`config.mk`:
```
export PLATFORM = sky130hd
export DESIGN_NAME = data_split
export DESIGN_NICKNAME = d
export VERILOG_FILES = /design/src/rtl/data_split.sv
export SDC_FILE = /design/constraint.sdc
export NUM_CORES = 1
export LEC_CHECK = 0
export CORE_MARGIN = 2
export CORE_UTILIZATION = 45
export DETAILED_ROUTE_END_ITERATION = 16
export GPL_ROUTABILITY_DRIVEN = 0
export PLACE_DENSITY = 0.66
export SLEW_MARGIN = 20
export SYNTH_ARGS = -nofsm -noshare
export SYNTH_HDL_FRONTEND = slang
export SYNTH_SLANG_ARGS = --single-unit
```
`constraint.sdc`:
```
create_clock -name sys_clk -period 3.5 [get_ports sys_clk]
set_input_delay 0.7 -clock sys_clk [delete_from_list [all_inputs] [get_ports sys_clk]]
set_output_delay 0.7 -clock sys_clk [all_outputs]
set_load 0.03 [all_outputs]
```
`src/rtl/data_split.sv`:
```
// Word-to-byte serializer: one word in the shift register plus one pending word, emitted LSB byte first.
// Optional checksum byte per word when DATA_SPLIT_CHKSUM_EN is defined.
module data_split #(
    parameter int WORD_W = 256
) (
    input  logic              sys_clk,
    input  logic              sys_rst_n,
    input  logic              in_en,
    input  logic [WORD_W-1:0] in_data,
    output logic              in_ready,
    input  logic              byte_req,
    output logic              tx_flag,
    output logic [7:0]        tx_data,
    output logic              word_done,
    output logic              busy
);
    localparam int NBYTES = WORD_W / 8;
`ifdef DATA_SPLIT_CHKSUM_EN
    localparam int LAST  = NBYTES;
    localparam int IDX_W = (NBYTES > 1) ? $clog2(NBYTES) : 1;
`else
    localparam int LAST  = NBYTES - 1;
`endif
    localparam int CNT_W = (LAST > 0) ? $clog2(LAST + 1) : 1;

    typedef enum logic {IDLE, SEND} state_t;

    state_t             state;
    logic [CNT_W-1:0]   byte_cnt;
    logic [WORD_W-1:0]  sh_data;
    logic [WORD_W-1:0]  pend_data;
    logic               pend_valid;
    logic [7:0]         cur_byte;
    logic               accept;
    logic               last_byte;

    assign in_ready  = !pend_valid;
    assign accept    = in_en && in_ready;
    assign last_byte = (state == SEND) && byte_req && (byte_cnt == CNT_W'(LAST));

`ifdef DATA_SPLIT_CHKSUM_EN
    logic [7:0] chk_byte;

    always_comb begin
        chk_byte = '0;
        for (int k = 0; k < NBYTES; k++)
            chk_byte = chk_byte ^ sh_data[8*k +: 8];
    end

    // The slot after the last data byte carries the XOR of the whole word.
    assign cur_byte = (byte_cnt == CNT_W'(NBYTES)) ? chk_byte
                                                   : sh_data[8*byte_cnt[IDX_W-1:0] +: 8];
`else
    assign cur_byte = sh_data[8*byte_cnt +: 8];
`endif

    always_ff @(posedge sys_clk or negedge sys_rst_n) begin
        if (!sys_rst_n) begin
            state      <= IDLE;
            byte_cnt   <= '0;
            sh_data    <= '0;
            pend_data  <= '0;
            pend_valid <= 1'b0;
            tx_flag    <= 1'b0;
            tx_data    <= '0;
            word_done  <= 1'b0;
            busy       <= 1'b0;
        end else begin
            tx_flag   <= 1'b0;
            word_done <= 1'b0;
            case (state)
                IDLE: begin
                    if (accept) begin
                        sh_data  <= in_data;
                        byte_cnt <= '0;
                        state    <= SEND;
                        busy     <= 1'b1;
                    end
                end
                SEND: begin
                    if (byte_req) begin
                        tx_flag  <= 1'b1;
                        tx_data  <= cur_byte;
                        byte_cnt <= byte_cnt + 1'b1;
                    end
                    // On the last byte the next word is loaded so its byte 0 follows without a bubble.
                    if (last_byte) begin
                        word_done <= 1'b1;
                        byte_cnt  <= '0;
                        if (pend_valid) begin
                            sh_data <= pend_data;
                            if (accept)
                                pend_data <= in_data;
                            else
                                pend_valid <= 1'b0;
                        end else if (accept) begin
                            sh_data <= in_data;
                        end else begin
                            state <= IDLE;
                            busy  <= 1'b0;
                        end
                    end else if (accept) begin
                        pend_data  <= in_data;
                        pend_valid <= 1'b1;
                    end
                end
                default: state <= IDLE;
            endcase
        end
    end
endmodule

```
## Word-level counts from Yosys, hierarchy flattened

Cells that the tools add are included.

| storage, ports and cells | value |
|---|---|
| bits in registers | 530 |
| bits of input ports | 260 |
| output and inout port bits | 12 |

| operators by class | value |
|---|---|
| add/subtract/negate cells | 1 |
| eq/ne operators | 7 |
| shifts and indexed selects | 1 |
| muxes and demuxes | 26 |
| bitwise operators | 1 |
| reductions and logical operators | 10 |

Operators by type and width:

| cell | count |
|---|---|
| 256-bit 2-to-1 mux | 6 |
| 256-bit case mux with 2 select lines | 1 |
| 256-bit by 9-bit indexed part select with 8-bit output | 1 |
| 5-bit 2-to-1 mux | 3 |
| 1-bit 2-to-1 mux | 13 |
| 5-bit case mux with 2 select lines | 1 |
| 2-bit inequality test, second input constant | 4 |
| 2-bit AND reduction | 4 |
| 5-bit by 1-bit adder with 5-bit output, second input constant | 1 |
| 5-bit equality test, second input constant | 1 |
| 1-bit case mux with 2 select lines | 2 |
| 4-bit AND reduction | 1 |
| 1-bit logical AND | 3 |
| 3-bit by 2-bit inequality test with 1-bit output, second input constant | 1 |
| 2-bit by 1-bit inequality test with 1-bit output, second input constant | 1 |
| 2-bit nonzero test | 1 |
| 1-bit logical NOT | 1 |
| 1-bit NOT | 1 |

## Depth between registers and ports, before layout

Gate-level depths: netlist of run 1.

| depth | value |
|---|---|
| depth after elaboration | 6 |
| gate-level depth with buffers | 10 |

## Worst setup path before layout of run 1

No wires, ideal clock.

| path | value |
|---|---|
| path type | flip-flop to flip-flop |
| start point | register byte_cnt[2] |
| end point | register pend_data[226] |
| library setup time | 0.125 ns |
| arrival time | 2.196 ns |
| required time | 3.375 ns |
| setup slack | 1.179 ns |
| cell stages (with the launch flop) | 10 |
| clock period less this slack | 2.321 ns |
| cell sequence | dfrtp_1 buf_4 buf_4 and3_1 ha_1 a21boi_0 nand2_1 clkbuf_1 buf_2 mux2_2 |

| on the way | value |
|---|---|
| longest elaborated chain between the ends | 4 |
| elaborated cells between the ends (all ways) | 5 |
| those cells by class | 2 x eq/ne; 1 x mux; 2 x reduce/logical |

Ends and longest elaborated chain:

| item | line | RTL |
|---|---|---|
| start: declaration | 29 | `logic [CNT_W-1:0] byte_cnt;` |
| start signal: assignment | 84 | `byte_cnt <= byte_cnt + 1'b1;` |
| 5-bit equality test (*) | 39 | `assign last_byte = (state == SEND) && byte_req && (byte_cnt == CNT_W'(LAST));` |
| 1-bit logical AND (*) | 39 |  |
| 2-bit inequality test (no line) | -- |  |
| 2-bit AND reduction (no line) | -- |  |
| end signal: assignment | 93 | `pend_data <= in_data;` |
| end signal: assignment | 103 | `pend_data <= in_data;` |
| end: declaration | 31 | `logic [WORD_W-1:0] pend_data;` |

Every way passes the cells marked *; elsewhere a longest branch is shown, timed or not.
A chain may end at the register's enable or synchronous reset.

## Final worst setup path of run 1

| path | value |
|---|---|
| start point | register byte_cnt[1] |
| end point | register sh_data[107] |

| on the way | value |
|---|---|
| longest elaborated chain between the ends | 3 |

Ends and longest elaborated chain:

| item | line | RTL |
|---|---|---|
| 5-bit equality test | 39 |  |
| 1-bit logical AND | 39 |  |
| 2-bit by 1-bit inequality test with 1-bit output (no line) | -- |  |
| end signal: assignment | 74 | `sh_data <= in_data;` |
| end signal: assignment | 91 | `sh_data <= pend_data;` |
| end signal: assignment | 97 | `sh_data <= in_data;` |
| end: declaration | 30 | `logic [WORD_W-1:0] sh_data;` |

Every way passes these cells.

==> flow_metrics.env, run 1 <==
export IMPL_slew_headroom_pct=22.4
export IMPL_first_pass_iters=5
export IMPL_synth_simple_area_share_pct=6.04
export IMPL_yosys_warnings=0
export IMPL_clock_latency_ns=0.61
export IMPL_fin_util_pct=55.5
export IMPL_cts_tree="yes"
export IMPL_status="finished, final reports clean"
export IMPL_ys_seq_area_share_pct=57.4
export IMPL_postCtsHoldBufs=0
export IMPL_p_comb_share_pct=29.8
export IMPL_syn_area_sq_mm=0.0231
export IMPL_setup_tns_ns=0
export IMPL_drtIter0Drc=1471
export IMPL_die_h_um=231
export IMPL_clkPwrFrac_pct=27.2
export IMPL_p_int_mw=15.1
export IMPL_grt_total_usage_pct=24.3
export IMPL_drc=0
export IMPL_clkTransAtPathRegs_ns=0.06
export IMPL_clock_fmax_ghz=0.334
export IMPL_cellPowerDensity_mw_per_mm2=781
export IMPL_synth_async_reset_ratio_pct=100
export IMPL_synth_mux_area_share_pct=18.3
export IMPL_drv_slew=0
export IMPL_cts_repair_resized=0
export IMPL_grt_max_degree=257
export IMPL_reg2reg_from="byte_cnt[1]"
export IMPL_ys_types=38
export IMPL_max_cap_violations=0
export IMPL_yosys_area_top_type="dfrtp_1"
export IMPL_tightest_slew_ns=1.16
export IMPL_min_period_over_period_pct=85.5
export IMPL_dp_hpwl_um=41100
export IMPL_p_sw_share_pct=31.6
export IMPL_timing_final_crit_period_ns=2.99
export IMPL_post_cts_setup_buffers=0
export IMPL_first_global_vias=17100
export IMPL_finalNonFillerCells=2858
export IMPL_synth_fa_ha_area_share_pct=0.108
export IMPL_wire_per_inst_um=22.8
export IMPL_num_rows=83
export IMPL_syn_inst=1941
export IMPL_coreArea_sq_mm=0.0511
export IMPL_rsz0062_at_grt="no"
export IMPL_drtAntennaViolNets=0
export IMPL_synth_xor_area_share_pct=0
export IMPL_setup_violations=0
export IMPL_clk_path_buf_depth=3
export IMPL_p_leak_nw=12.9
export IMPL_required_ns=3.96
export IMPL_p_switching_mw=7.00
export IMPL_synth_seq_cells=530
export IMPL_numCtsBuffers=56
export IMPL_vias_per_cell=5.95
export IMPL_synth_top_family_by_area="multiplexers"
export IMPL_wirelength_um=65200
export IMPL_drive_gt1_share_pct=19.5
export IMPL_power_mw=22.1
export IMPL_antenna_found_initial=9
export IMPL_initial_core_util_pct=45.3
export IMPL_critical_path_arrival_ns=3.45
export IMPL_synthFlopType="dfrtp_1"
export IMPL_power_frac_seq_pct=43.1
export IMPL_dieArea_sq_mm=0.0532
export IMPL_r2r_end="sh_data[107]"
export IMPL_clock_skew_ns=0.0242
export IMPL_grt_pass1_wl_um=101000
export IMPL_cts_max_level=2
export IMPL_hold_violations=0
export IMPL_synth_edf_count=0
export IMPL_fin_nets=2392
export IMPL_r2r_cells=9
export IMPL_grt_overflow_total=0
export IMPL_synth_compound_area_share_pct=14.7
export IMPL_hp_class="input pin to async pin"
export IMPL_cp_end_kind="flip-flop"
export IMPL_critPathLaunchType="flip-flop"
export IMPL_cts_root_buffer="clkbuf_16"
export IMPL_vias=17000
export IMPL_numPortBuffers=271
export IMPL_synth_nets=2203
export IMPL_worst_ir_drop_vdd_mv=0.417
export IMPL_ios=272
export IMPL_crit_type="flip-flop to flip-flop"
export IMPL_r2r_slack_ns=0.51
export IMPL_synthToLayoutAreaGrowth_pct=22.5
export IMPL_path_max_fanout=166
export IMPL_syn_avg_cell_area_sq_um=11.9
export IMPL_fp_dieW_um=231
export IMPL_post_synth_top_area_fraction_pct=57.4
export IMPL_synth_area_top_cells="dfrtp_1 57%, mux2_2 13%, o22ai_1 7.1%, a21oi_1 5.7%, nor2_1 4.2%"
export IMPL_pre_cts_ws_ns=0.447
export IMPL_worst_slack_ns=0.508
export IMPL_dp_cells=2751
export IMPL_cts_sinks=530
export IMPL_fillers=4263
-- state kept, by name, indices dropped and copies added (netlist names) --
register,flops
sh_data,256
tx_data,8
word_done,1
pend_valid,1
pend_data,256
busy,1
byte_cnt,5
state,1
tx_flag,1
-- kinds of logic (layout without fill, tap and decap cells) --
logic type	after synthesis	count (layout)
multiplexers	320	320
other	0	4
flip-flops	530	530
AO/OA/AOI/OAI	585	585
buffers and inverters	176	409
AND/OR/NAND/NOR	328	328
adder cells (fa/ha/maj)	2	2
-- cell usage after synthesis, types with 8 or more instances --
cell type	count
a21oi_1	265
mux4_2	25
dfrtp_1	530
mux2_2	272
or4_1	8
mux4_1	22
a211oi_1	16
nor4_1	8
a32o_1	8
buf_1	15
nor4b_1	8
o22ai_1	264
o21ai_0	9
clkbuf_1	97
nor2_1	260
a22oi_1	16
nand2_1	12
nor2b_1	20
buf_2	48
-- final cells by class --
class / count / area [sq um] / area share (%)
Sequential cell: 530 / 13300 / 46.8
Clock inverter: 20 / 228 / 0.804
Clock buffer: 82 / 1630 / 5.76
Inverter: 4 / 15.0 / 0.0530
Tap cell: 680 / 851 / 3.00
Antenna cell: 4 / 10.0 / 0.0353
Multi-Input combinational cell: 1235 / 9090 / 32.1
Timing Repair Buffer: 303 / 3240 / 11.4
-- power by group through the flow --
stage,Sequential (mW),Combinational [mW],Clock [mW]
after floorplan,9.24,4.71,0
after global placement,9.45,6.40,0
after detailed placement,9.57,6.56,0
after CTS,9.49,6.62,6.12
after global routing,9.76,7.18,6.37
final,9.54,6.59,6.01
-- worst max-delay path, cell delays in order, from the launching register on --
cell and delay, ns:
dfrtp_4 0.49, ha_1 0.22, and3_1 0.19, ha_1 0.25, a21boi_0 0.53, a21oi_4 0.06, buf_12 0.23, buf_16 0.28
nor2_1 0.27, a21oi_1 0.07
-- per-stage QoR --
stage | area [sq um] | hold slack (ns)
after floorplan | 23100 | 0.404
after global placement | 26400 | 0.487
after detailed placement | 26400 | 0.494
after CTS | 28300 | 0.120
after global routing | 28300 | 0.130
final | 28300 | 0.0850
-- routing by layer --
layer	up-vias	part of all wire [%]	global-route usage, %
li1	7592	-	-
met4	10	2.3	7.42
met3	97	5.9	3.88
met2	513	48	39.0
met1	8806	44	34.2
met5	-	0.095	0
-- cell usage in the layout (no fill, tap or decap), types with 15 or more instances in the layout --
cell type / n
nor2b_1: 20
mux2_2: 272
o22ai_1: 264
clkbuf_16: 58
clkbuf_1: 15
mux4_2: 25
a211oi_1: 16
mux4_1: 22
a21oi_1: 264
a22oi_1: 16
buf_12: 21
dfrtp_1: 528
nor2_1: 260
clkdlybuf4s50_1: 270
-- worst max path at each step --
stage / start / to
after floorplan: byte_cnt[2] / pend_data[226]
after global placement: byte_req / sh_data[74]
after detailed placement: byte_req / sh_data[198]
after CTS: byte_cnt[1] / pend_data[78]
after global routing: byte_cnt[1] / sh_data[98]
final: byte_cnt[1] / sh_data[107]
(Power assumes the default switching activity.)
==> run 2, diff against run 1 <==
--- a/config.mk
+++ b/config.mk
@@ -5,6 +5,7 @@
 export SDC_FILE = /design/constraint.sdc
 export NUM_CORES = 1
 export LEC_CHECK = 0
+export ABC_CLOCK_PERIOD_IN_PS = 3500
 export CORE_MARGIN = 2
 export CORE_UTILIZATION = 45
 export DETAILED_ROUTE_END_ITERATION = 16
==> results of run 2 <==
No change in the layout: final DEF, timing and power equal those of run 1.
==> run 3, diff against run 2 <==
--- a/config.mk
+++ b/config.mk
@@ -6,11 +6,12 @@
 export NUM_CORES = 1
 export LEC_CHECK = 0
 export ABC_CLOCK_PERIOD_IN_PS = 3500
+export CORE_ASPECT_RATIO = 0.75
 export CORE_MARGIN = 2
-export CORE_UTILIZATION = 45
+export CORE_UTILIZATION = 28
 export DETAILED_ROUTE_END_ITERATION = 16
 export GPL_ROUTABILITY_DRIVEN = 0
-export PLACE_DENSITY = 0.66
+export PLACE_DENSITY = 0.46
 export SLEW_MARGIN = 20
 export SYNTH_ARGS = -nofsm -noshare
 export SYNTH_HDL_FRONTEND = slang
==> run 3 against run 2 <==
Compared with the run above:
- worst setup slack improved by 0.14 ns
- combinational power rose by 4.6%
- hold slack got worse by 0.027 ns
- register-to-register slack improved by 0.14 ns
- clock power increased by 4.0%
- routed wire length grew 13%
- sequential power about the same
- sequential share of layout area is 0.96 points lower
- cell count is 14% higher
- global-route usage down 7.2 points
- final area is 2.1% higher
- power increased by 2.4%
- critical path type unchanged
- largest cell class unchanged
- highest routed layer unchanged
==> flow_metrics.env, run 3 (synthesis gave the netlist of run 1 again) <==
export IMPL_synthToLayoutAreaGrowth_pct=25.1
export IMPL_cp_startpoint="byte_cnt[2]"
export IMPL_mostFrequentLayoutCell="dfrtp_1"
export IMPL_vias_per_cell=5.16
export IMPL_finalNonFillerCells=3252
export IMPL_setup_tns_ns=0
export IMPL_die_h_um=253
export IMPL_dieArea_sq_mm=0.0849
export IMPL_dp_cells=3151
export IMPL_cellPowerDensity_mw_per_mm2=784
export IMPL_ios=272
export IMPL_wire_per_inst_um=22.6
export IMPL_reg2reg_from="byte_cnt[2]"
export IMPL_required_ns=4.00
export IMPL_initial_core_util_pct=28.2
export IMPL_clkTransAtPathRegs_ns=0.07
export IMPL_drtAntennaViolNets=0
export IMPL_numCtsBuffers=58
export IMPL_cts_max_level=2
export IMPL_clk_path_buf_depth=3
export IMPL_cp_end_kind="flip-flop"
export IMPL_timing_final_crit_period_ns=2.85
export IMPL_fin_nets=2404
export IMPL_critPathLaunchType="flip-flop"
export IMPL_cp_endpoint="pend_data[77]"
export IMPL_final_cell_mix="527 x dfrtp_1, 272 x mux2_2, 270 x clkdlybuf4s50_1, 264 x o22ai_1, 264 x a21oi_1"
export IMPL_first_global_vias=17500
export IMPL_status="finished, final reports clean"
export IMPL_postCtsHoldBufs=0
export IMPL_max_cap_violations=0
export IMPL_post_cts_setup_buffers=0
export IMPL_first_pass_iters=5
export IMPL_clock_fmax_ghz=0.351
export IMPL_top_regs="pend_data x256, sh_data x256, tx_data x8"
export IMPL_critical_path_arrival_ns=3.35
export IMPL_grt_total_usage_pct=17.2
export IMPL_path_max_fanout=109
export IMPL_r2r_end="pend_data[77]"
export IMPL_min_period_over_period_pct=81.5
export IMPL_drtIter0Drc=1046
export IMPL_setup_violations=0
export IMPL_crit_type="flip-flop to flip-flop"
export IMPL_cts_tree="yes"
export IMPL_hold_violations=0
export IMPL_rsz0062_at_grt="no"
export IMPL_numPortBuffers=271
export IMPL_tightest_slew_ns=0.738
export IMPL_wirelength_um=73600
export IMPL_drive_gt1_share_pct=20.2
export IMPL_antenna_found_initial=9
export IMPL_drc=0
export IMPL_coreArea_sq_mm=0.0820
export IMPL_drv_slew=0
export IMPL_grt_max_degree=129
export IMPL_cts_sinks=530
export IMPL_r2r_cells=6
export IMPL_cts_root_buffer="clkbuf_16"
export IMPL_dp_hpwl_um=49300
export IMPL_clock_latency_ns=0.64
export IMPL_fillers=8091
export IMPL_p_leak_nw=13.0
export IMPL_hp_class="input pin to async pin"
export IMPL_cts_repair_resized=0
export IMPL_vias=16800
export IMPL_worst_ir_drop_vdd_mv=0.416
export IMPL_grt_pass1_wl_um=111000
export IMPL_clock_skew_ns=0.0314
export IMPL_num_rows=91
export IMPL_grt_overflow_total=0
export IMPL_fp_dieW_um=336
export IMPL_antennaDiodeCount=0
export IMPL_slew_headroom_pct=50.4
export IMPL_r2r_slack_ns=0.65
==> run 3: cell types whose count changed in the layout (fill, tap and decap cells not counted), moves of 2 or more <==
cell / before / now
clkbuf_8: 9 / 13
clkbuf_1: 15 / 9
inv_6: 0 / 2
buf_4: 10 / 21
diode_2: 4 / 0
==> run 3: worst min-delay path by stage <==
stage / start / slack (ns) / to / depth (start not counted)
after floorplan: sys_rst_n / 0.40 / busy / 0
after global placement: pend_data[12] / 0.49 / pend_data[12] / 1
after detailed placement: pend_data[239] / 0.49 / pend_data[239] / 1
after CTS: sys_rst_n / 0.04 / pend_data[30] / 1
after global routing: sys_rst_n / 0.08 / pend_data[41] / 1
final: sys_rst_n / 0.06 / pend_data[33] / 1
==> run 3: layout make-up <==
cell class,count,area [sq um],area share [%]
inverters,4,15.0,0.0519
clock inverters,20,234,0.809
repair buffers,313,3300,11.4
multi-input cells,1235,9090,31.4
flip-flops and latches,530,13300,45.9
clock buffers,81,1690,5.84
well taps,1069,1340,4.62
==> run 3: layer usage <==
layer	GRT usage, %	vias to the layer above	wire length [um]
met5	0	-	80
met4	3.63	12	1210
met3	4.05	90	4170
met2	25.3	359	31900
met1	25.5	8691	36200
li1	-	7623	-
==> run 3: power by group <==
group          total, mW  switching (mW)  internal (mW)
Combinational       6.89            3.58           3.30
Sequential          9.54            1.21           8.32
Clock               6.25            2.61           3.64
Total               22.7            7.41           15.3
==> run 3: stage by stage <==
stage | util (%) | power [mW] | setup WS (ns) | area [sq um] | hold slack [ns]
6_report | 35.3 | 22.7 | 0.648 | 28900 | 0.0581
5_1_grt | 35.3 | 24.0 | 0.487 | 28900 | 0.0776
4_1_cts | 35.3 | 22.9 | 0.634 | 28900 | 0.0437
3_5_place_dp | 32.9 | 16.6 | 0.641 | 27000 | 0.494
3_3_place_gp | 32.9 | 16.4 | 0.678 | 27000 | 0.487
2_1_floorplan | - | 14.0 | 1.18 | 23100 | 0.404
==> run 3: critical path: stages (launching register included) <==
cell	delay, ns
dfrtp_2	0.73
and3_1	0.25
ha_1	0.27
a21boi_0	0.29
nand2_4	0.15
buf_12	0.44
mux2_2	0.41
